## src/rtl/stream_mux_pkg.sv

```systemverilog
// rtl/stream_mux_pkg.sv - shared types and limits for the round-robin stream mux
//
// Purpose: channel-selection mode encoding and the supported channel-count ceiling.
// Ports:   none (package).
package stream_mux_pkg;

  typedef enum logic {
    MODE_MANUAL = 1'b0,
    MODE_RR     = 1'b1
  } mode_e;

  localparam int MAX_N = 16;

endpackage

```

## src/rtl/rr_arbiter.sv

```systemverilog
// rtl/rr_arbiter.sv - combinational rotating-priority request search
//
// Purpose: finds the first asserted request starting at ptr and wrapping modulo N.
// Ports:
//   ptr      in   SELW  index with highest priority this cycle (must be < N)
//   req      in   N     per-channel request
//   gnt_idx  out  SELW  winning channel index (0 when none)
//   gnt_vld  out  1     a request was found
module rr_arbiter #(
  parameter int N    = 4,
  parameter int SELW = $clog2(N)
) (
  input  logic [SELW-1:0] ptr,
  input  logic [N-1:0]    req,
  output logic [SELW-1:0] gnt_idx,
  output logic            gnt_vld
);

  function automatic logic [SELW-1:0] wrap_add(input logic [SELW-1:0] base, input int k);
    int s;
    s = int'(base) + k;
    if (s >= N) s = s - N;
    return SELW'(s);
  endfunction

  // Walk from the lowest priority to the highest so the last hit (closest
  // to ptr) is the one that sticks.
  always_comb begin
    gnt_idx = '0;
    gnt_vld = 1'b0;
    for (int k = N - 1; k >= 0; k--) begin
      if (req[wrap_add(ptr, k)]) begin
        gnt_idx = wrap_add(ptr, k);
        gnt_vld = 1'b1;
      end
    end
  end

endmodule

```

## src/rtl/stream_mux_rr.sv

```systemverilog
// rtl/stream_mux_rr.sv - N-to-1 packet-locked stream mux with registered output
//
// Purpose: selects one input channel per packet (manual select or round-robin)
// and forwards its beats through a single output register stage.
// Ports:
//   clk        in   1        rising-edge clock
//   rst_n      in   1        asynchronous active-low reset
//   mode       in   1        0 = manual (sel), 1 = round-robin
//   sel        in   SELW     manual channel select
//   in_valid   in   N        per-channel beat valid
//   in_data    in   N*WIDTH  channel i at [i*WIDTH +: WIDTH]
//   in_last    in   N        per-channel end-of-packet
//   in_ready   out  N        per-channel beat accepted this cycle
//   out_valid  out  1        output beat valid
//   out_data   out  WIDTH    output beat data
//   out_last   out  1        output end-of-packet
//   out_src    out  SELW     channel that produced the output beat
//   out_ready  in   1        downstream accepts the output beat
module stream_mux_rr
  import stream_mux_pkg::*;
#(
  parameter int N     = 4,
  parameter int WIDTH = 32,
  parameter int SELW  = $clog2(N)
) (
  input  logic               clk,
  input  logic               rst_n,
  input  logic               mode,
  input  logic [SELW-1:0]    sel,
  input  logic [N-1:0]       in_valid,
  input  logic [N*WIDTH-1:0] in_data,
  input  logic [N-1:0]       in_last,
  output logic [N-1:0]       in_ready,
  output logic               out_valid,
  output logic [WIDTH-1:0]   out_data,
  output logic               out_last,
  output logic [SELW-1:0]    out_src,
  input  logic               out_ready
);

  localparam int PADN = 1 << SELW;

  logic [SELW-1:0]  ptr;
  logic             locked;
  logic [SELW-1:0]  lock_ch;

  logic [PADN-1:0]  valid_pad;
  logic [PADN-1:0]  last_pad;
  logic [SELW-1:0]  rr_idx;
  logic             rr_vld;
  logic [SELW-1:0]  grant;
  logic             grant_vld;
  logic             grant_last;
  logic [WIDTH-1:0] grant_data;
  logic             load_en;
  logic             xfer;

  // Pad valid/last to the full select range so an out-of-range manual
  // select simply reads a zero instead of indexing past the vector.
  always_comb begin
    valid_pad          = '0;
    last_pad           = '0;
    valid_pad[N-1:0]   = in_valid;
    last_pad[N-1:0]    = in_last;
  end

  rr_arbiter #(
    .N    (N),
    .SELW (SELW)
  ) u_arb (
    .ptr     (ptr),
    .req     (in_valid),
    .gnt_idx (rr_idx),
    .gnt_vld (rr_vld)
  );

  assign load_en = !out_valid || out_ready;

  // A held lock keeps its grant even when the channel stalls mid-packet,
  // so no other channel can interleave beats into the open packet.
  always_comb begin
    grant     = lock_ch;
    grant_vld = 1'b1;
    if (!locked) begin
      if (mode_e'(mode) == MODE_MANUAL) begin
        grant     = sel;
        grant_vld = valid_pad[sel];
      end else begin
        grant     = rr_idx;
        grant_vld = rr_vld;
      end
    end
  end

  assign xfer       = load_en && grant_vld && valid_pad[grant];
  assign grant_last = last_pad[grant];

  always_comb begin
    grant_data = '0;
    for (int i = 0; i < N; i++) begin
      if (grant == SELW'(i)) grant_data = in_data[i*WIDTH +: WIDTH];
    end
  end

  always_comb begin
    in_ready = '0;
    for (int i = 0; i < N; i++) begin
      if (rst_n && load_en && grant_vld && grant == SELW'(i)) in_ready[i] = 1'b1;
    end
  end

  always_ff @(posedge clk or negedge rst_n) begin
    if (!rst_n) begin
      out_valid <= 1'b0;
      out_data  <= '0;
      out_last  <= 1'b0;
      out_src   <= '0;
      ptr       <= '0;
      locked    <= 1'b0;
      lock_ch   <= '0;
    end else begin
      if (load_en) begin
        out_valid <= xfer;
        if (xfer) begin
          out_data <= grant_data;
          out_last <= grant_last;
          out_src  <= grant;
        end
      end
      if (xfer) begin
        if (grant_last) begin
          locked <= 1'b0;
          ptr    <= (grant == SELW'(N - 1)) ? '0 : grant + SELW'(1);
        end else begin
          locked  <= 1'b1;
          lock_ch <= grant;
        end
      end
    end
  end

endmodule
```

## config.mk

```make
export PLATFORM = sky130hd
export DESIGN_NAME = stream_mux_rr
export DESIGN_NICKNAME = d
export VERILOG_FILES = /design/src/rtl/stream_mux_pkg.sv /design/src/rtl/rr_arbiter.sv /design/src/rtl/stream_mux_rr.sv
export SDC_FILE = /design/constraint.sdc
export NUM_CORES = 1
export LEC_CHECK = 0
export ABC_CLOCK_PERIOD_IN_PS = 3700
export CAP_MARGIN = 10
export CORE_ASPECT_RATIO = 1.5
export CORE_MARGIN = 5
export CORE_UTILIZATION = 38
export CTS_CLUSTER_SIZE = 30
export DETAILED_ROUTE_END_ITERATION = 6
export PLACE_DENSITY = 0.82
export SLEW_MARGIN = 20
export SYNTH_ARGS = -nofsm -noshare
export SYNTH_HDL_FRONTEND = slang
export SYNTH_SLANG_ARGS = --single-unit
```

## constraint.sdc

```tcl
create_clock -name clk -period 3.7 [get_ports clk]
set_clock_uncertainty 0.15 [all_clocks]
set_input_delay 0.74 -clock clk [delete_from_list [all_inputs] [get_ports clk]]
set_output_delay 0.74 -clock clk [all_outputs]
set_load 0.02 [all_outputs]
```

After elaboration in Yosys (flattened, before gate mapping). Cells that the tools add are included. W data, S select, Z words.

Memories kept: 0. Latch bits: 0. Bits of input ports: 142. Bits in read-only memories: 0. Output and inout port bits: 40. Bits in registers: 41. Bits in writable memories: 0.

Multipliers: 0. Multiplexer cells: 40. Div/mod/pow operators: 0. Shift-type cells: 0. Bitwise logic cells: 1. Order comparisons: 10. Reduce and logical (&&, ||, !) cells: 14. Add/subtract/negate cells: 8. Equality and inequality tests: 3.

Operator list (count): $mux W32 (4); $mux W2 (11); $lt A2 B3 Y1 const B (6); $mux W1 (18); $bmux W1 S2 (7); $ge A3 B3 Y1 const B (3); $logic_and A1 B1 Y1 (8); $sub A2 B1 Y2 const B (4); $add A2 B2 Y3 const B (2); $reduce_and A2 Y1 (3); $eq A2 B2 Y1 const B (2); $add A2 B1 Y3 const B (1); $ge A2 B3 Y1 const B (1); $add A2 B1 Y2 const B (1); $eq A2 B1 Y1 const B (1); $logic_not A2 Y1 (1); $logic_not A1 Y1 (1); $logic_or A1 B1 Y1 (1); $not A1 Y1 (1).

Logic depth before layout (Yosys ltp).
Word-level depth: 16. Depth in mapped cells: 16.

Modules after synthesis. From an unflattened synthesis, not the netlist that was laid out.

Cells, all modules: 303. Area, all modules: 2930.3 µm².

By module, submodules not included: stream_mux_rr (area an instance 2852.7 µm², instances 1, seq. area each 1026.0 µm², cells an instance 290); rr_arbiter (area an instance 77.6 µm², instances 1, seq. area each 0.0 µm², cells an instance 13).

Least setup slack after synthesis. No wires, ideal clock.

Path kind: input port to output port. Start: in in_valid[2]. End: out in_ready[2]. Stages on the path: 9. Data required time: 2.810 ns. Buffers on the path: 3. Arrival: 2.704 ns. Path slack: 0.106 ns. Cells stage by stage: buf_4 > and3b_1 > a211oi_2 > o221ai_4 > a21boi_2 > ha_1 > clkbuf_1 > clkbuf_1 > and3_1.

Longest elaborated chain between the ends: 11. Elaborated cells between the ends (all ways): 26. Those cells by class: eq/ne: 1; mux: 23; reduce/logical: 2.

RTL lines: start: declaration (RTL line stream_mux_rr.sv:30) `input logic [N-1:0] in_valid,`; $bmux W1 S2 (RTL line rr_arbiter.sv:32) `if (req[wrap_add(ptr, k)]) begin`; $mux W1 (not written as such) (RTL line rr_arbiter.sv:32); $mux W2 or $mux W1 (tied branches) (4 in a row) (RTL line rr_arbiter.sv:32); $mux W2 or $mux W1 (tied branches) (RTL line stream_mux_rr.sv:85) `if (mode_e'(mode) == MODE_MANUAL) begin`; $mux W2 or $mux W1 (tied branches) (RTL line stream_mux_rr.sv:84) `if (!locked) begin`; $eq A2 B2 Y1 or $logic_and A1 B1 Y1 (tied branches) (RTL line stream_mux_rr.sv:108) `if (rst_n && load_en && grant_vld && grant == SELW'(i)) in_ready[i] = 1'b1;`; $logic_and A1 B1 Y1 (*) (RTL line stream_mux_rr.sv:108); $mux W1 (*) (RTL line stream_mux_rr.sv:108); end: declaration (RTL line stream_mux_rr.sv:33) `output logic [N-1:0] in_ready,`.

Mark *: on every way between the ends. The rest lies on a longest branch, timed or not. The select of a mux whose other input is x is not followed.

Final worst setup path.
Start: in in_valid[1]. End: out in_ready[1].

Longest elaborated chain between the ends: 11. Elaborated cells between the ends (all ways): 26. Those cells by class: eq/ne: 1; mux: 23; reduce/logical: 2.

RTL lines: $bmux W1 S2 (RTL line rr_arbiter.sv:32); $mux W1 (not written as such) (RTL line rr_arbiter.sv:32); $mux W2 (3 in a row) (RTL line rr_arbiter.sv:32); $mux W2 (*) (RTL line rr_arbiter.sv:32); $mux W2 (*) (RTL line stream_mux_rr.sv:85); $mux W2 (*) (RTL line stream_mux_rr.sv:84); named net grant[0] (RTL line stream_mux_rr.sv:51) `logic [SELW-1:0] grant;`; $eq A2 B1 Y1 (*) (RTL line stream_mux_rr.sv:108); $logic_and A1 B1 Y1 (*) (RTL line stream_mux_rr.sv:108); $mux W1 (*) (RTL line stream_mux_rr.sv:108).

The timed path passes the listed nets; every way through them passes the cells marked *. The select of a mux whose other input is x is not followed.

==> impl_metrics.py <==
metrics = {
    "pwr": {
        "p_per_area_nw_per_um2": 776,
        "ir_drop_mv": 0.489,
        "leakagePower_nw": 2.22,
    },
    "synth": {
        "synthFlopType": "dfrtp_1",
        "ys_types": 40,
        "synthCells": 390,
        "avgSynthCellArea_um2": 7.61,
        "synth_nets": 536,
        "synth_seq_cells": 41,
        "async_flop_share": 1.00,
        "yosysSeqAreaShare": 0.346,
        "syn-cell-area_um2": 2970,
        "synth_warnings": 0,
        "synth_edf_count": 0,
    },
    "clock_network": {
        "clock_sinks": 41,
        "cts-root-buf": "clkbuf_16",
        "postCtsSetupBuffers": 0,
        "clk_latency_ns": 0.28,
        "postCtsHoldBufs": 0,
        "cts.clk_slew.worst_paths_ns": 0.06,
        "cts_tree": "done",
        "ctsHtreeMaxLevel": 2,
        "numCtsBuffers": 5,
        "cts_buffer_depth": 2,
    },
    "timing": {
        "maxSlewHeadroom": 0.595,
        "tightestPinTransition_ns": 0.608,
        "setup_violations": 0,
        "period_share": 0.980,
        "min_period_ns": 3.62,
        "rsz0062_at_grt": "false",
        "drv_slew": 0,
        "max_freq_ghz": 0.276,
        "hold_viol": 0,
    },
    "finish": {
        "mostFrequentLayoutCells": "clkdlybuf4s50_1, a21oi_1, nor2_1",
        "drive_gt1_frac": 0.0928,
        "fillers": 661,
        "stdcell_count": 673,
        "fin_nets": 716,
        "syn_to_final_growth_pct": 72.2,
        "final_util": 0.671,
        "antennaDiodeCount": 0,
        "mostFrequentLayoutCell": "clkdlybuf4s50_1",
    },
    "die": {
        "initial_core_util": 0.390,
        "die_h_um": 118,
        "fp.dieW_um": 82.1,
        "num_rows": 39,
        "core_um2": 7610,
        "dieArea_um2": 9710,
        "io_pins": 182,
    },
    "worst_setup_path": {
        "critical_path.max_fanout": 4,
        "crit_required_ns": 2.81,
        "arrival_ns": 2.73,
        "crit_slowest_cell": "clkdlybuf4s50_1",
        "slowest_delay_ns": 0.47,
        "path_cells": "clkdlybuf4s50_1 > a21boi_1 > a211oi_2 > o221ai_4 > a21boi_2 > inv_1 > ha_1 > and3_1 > dlygate4sd2_1",
        "end_kind": "output pin",
        "start_kind": "input pin",
        "crit_type": "in -> out",
    },
    "placed_design": {
        "placed_cells": 665,
        "io_buffers": 181,
        "gp_routability_congestion": 0.949,
        "hpwl_um": 8670,
    },
    "detailed_routing": {
        "first_iter_violations": 110,
        "vias": 3469,
        "drt_pre_antenna_iters": 6,
        "viasPerCell": 5.15,
        "drtAntennaViolNets": 0,
        "drc": 0,
        "wl_um": 10700,
        "post_drt_wl_per_cell_um": 16.0,
    },
    "outcome": {
        "status": "completed",
    },
    "global_routing": {
        "grt_pass1_vias": 3507,
        "grt_max_degree": 65,
        "grt_usage": 0.220,
        "antenna_found_initial": 0,
        "grt_pass1_wl_um": 16600,
        "grt-ovfl-total": 0,
    },
    "min_path": {
        "hold_class": "in -> async",
    },
    "job": {
        "maxCapViolations": 0,
    },
}
==> layout make-up <==
type,instances,area (µm²),area share
timing repair buffer,206,2020,0.395
multi-input combinational,309,1770,0.346
sequential,41,1030,0.201
tap,102,128,0.0250
clock buffer,5,125,0.0245
inverter,7,26.3,0.00514
clock inverter,3,17.5,0.00343
==> through the flow <==
stage	hold WS, ns	cell area [µm²]	setup slack (ns)	power (W)	TNS [ns]
after floorplan	0.294	2970	0.106	0.00258	0
after global placement	0.311	4960	-0.334	0.00350	-2.59
after detailed placement	0.319	4960	-0.400	0.00358	-5.72
after CTS	0.228	5110	0.0292	0.00401	0
after global routing	0.243	5110	0.00565	0.00433	0
final	0.225	5110	0.0758	0.00397	0
==> metal layers <==
| layer | part of all wire | vias up | global-route usage |
|---|---|---|---|
| li1 | - | 1743 | - |
| met1 | 0.36 | 1568 | 0.229 |
| met2 | 0.54 | 127 | 0.403 |
| met3 | 0.056 | 31 | 0.0434 |
| met4 | 0.041 | 0 | 0.107 |
| met5 | 0 | - | 0 |
==> registers in the layout, indices dropped and copies added, names as in the netlist <==
name / flops
ptr: 2
out_last: 1
out_src: 2
lock_ch: 2
locked: 1
out_valid: 1
out_data: 32
==> kinds of logic (layout without fill, tap and decap cells) <==
logic type                 Yosys count  in the layout  share of synthesized area
buffers and inverters               40            221                     0.0641
AOI/OAI and AO/OA                  157            157                      0.323
DFF                                 41             41                      0.346
muxes                               16             16                     0.0595
and+or+nand+nor                    132            132                      0.190
adders and majority gates            4              4                     0.0169
==> timing repair <==
item	in CTS	in global routing
setup endpoints to repair	4	2
resized for setup	14	1
pin swaps	0	1
==> final timing paths <==
| check | slack, ns | end | from | depth (start not counted) |
|---|---|---|---|---|
| worst max-delay path | 0.08 | in_ready[1] | in_valid[1] | 9 |
| worst min-delay path | 0.23 | out_src[0]$_DFFE_PN0P_ | rst_n | 1 |
| worst max register to register | 0.68 | out_data[30]$_DFFE_PN0P_ | ptr[1]$_DFFE_PN0P_ | 11 |
| worst min register to register | 0.33 | out_data[8]$_DFFE_PN0P_ | out_data[8]$_DFFE_PN0P_ | 2 |
| max in group asynchronous | 2.47 | out_data[8]$_DFFE_PN0P_ | rst_n | 2 |
| min in group clk | 0.33 | out_data[8]$_DFFE_PN0P_ | out_data[8]$_DFFE_PN0P_ | 2 |
==> synthesized netlist by cell type, types with 2 or more instances <==
cell      instances  area share
a21o_1            3      0.0076
a21oi_1          71        0.12
a22oi_1          32       0.081
and3_1            5       0.011
buf_1             2      0.0025
buf_2             5      0.0084
buf_6             4       0.015
clkbuf_1         21       0.027
dfrtp_1          41        0.35
ha_1              4       0.017
inv_1             7      0.0089
mux2_4            3       0.015
mux2i_1          12       0.040
nand2_1          40       0.051
nand2b_1          3      0.0063
nor2_1           69       0.087
nor2b_1           5       0.011
nor3_1            2      0.0034
nor3b_1           2      0.0051
o211ai_1          5       0.013
o21a_1            2      0.0051
o21ai_0          23       0.039
o21ai_1          12       0.020
==> report_power, final <==
group / switching [W] / leakage, nW / total (W) / internal (W)
registers: 0.000134 / 0.519 / 0.000786 / 0.000652
clock network: 0.000170 / 0.0696 / 0.000417 / 0.000247
logic: 0.00154 / 1.64 / 0.00276 / 0.00123
total: 0.00184 / 2.22 / 0.00397 / 0.00213
==> critical path: cells and delay by family <==
family	cells	cell delay (ns)
and+or+nand+nor	1	0.14
AOI/OAI and AO/OA	4	0.76
adders and majority gates	1	0.21
buffers and inverters	3	0.88
Power figures use the tool's default switching activity.
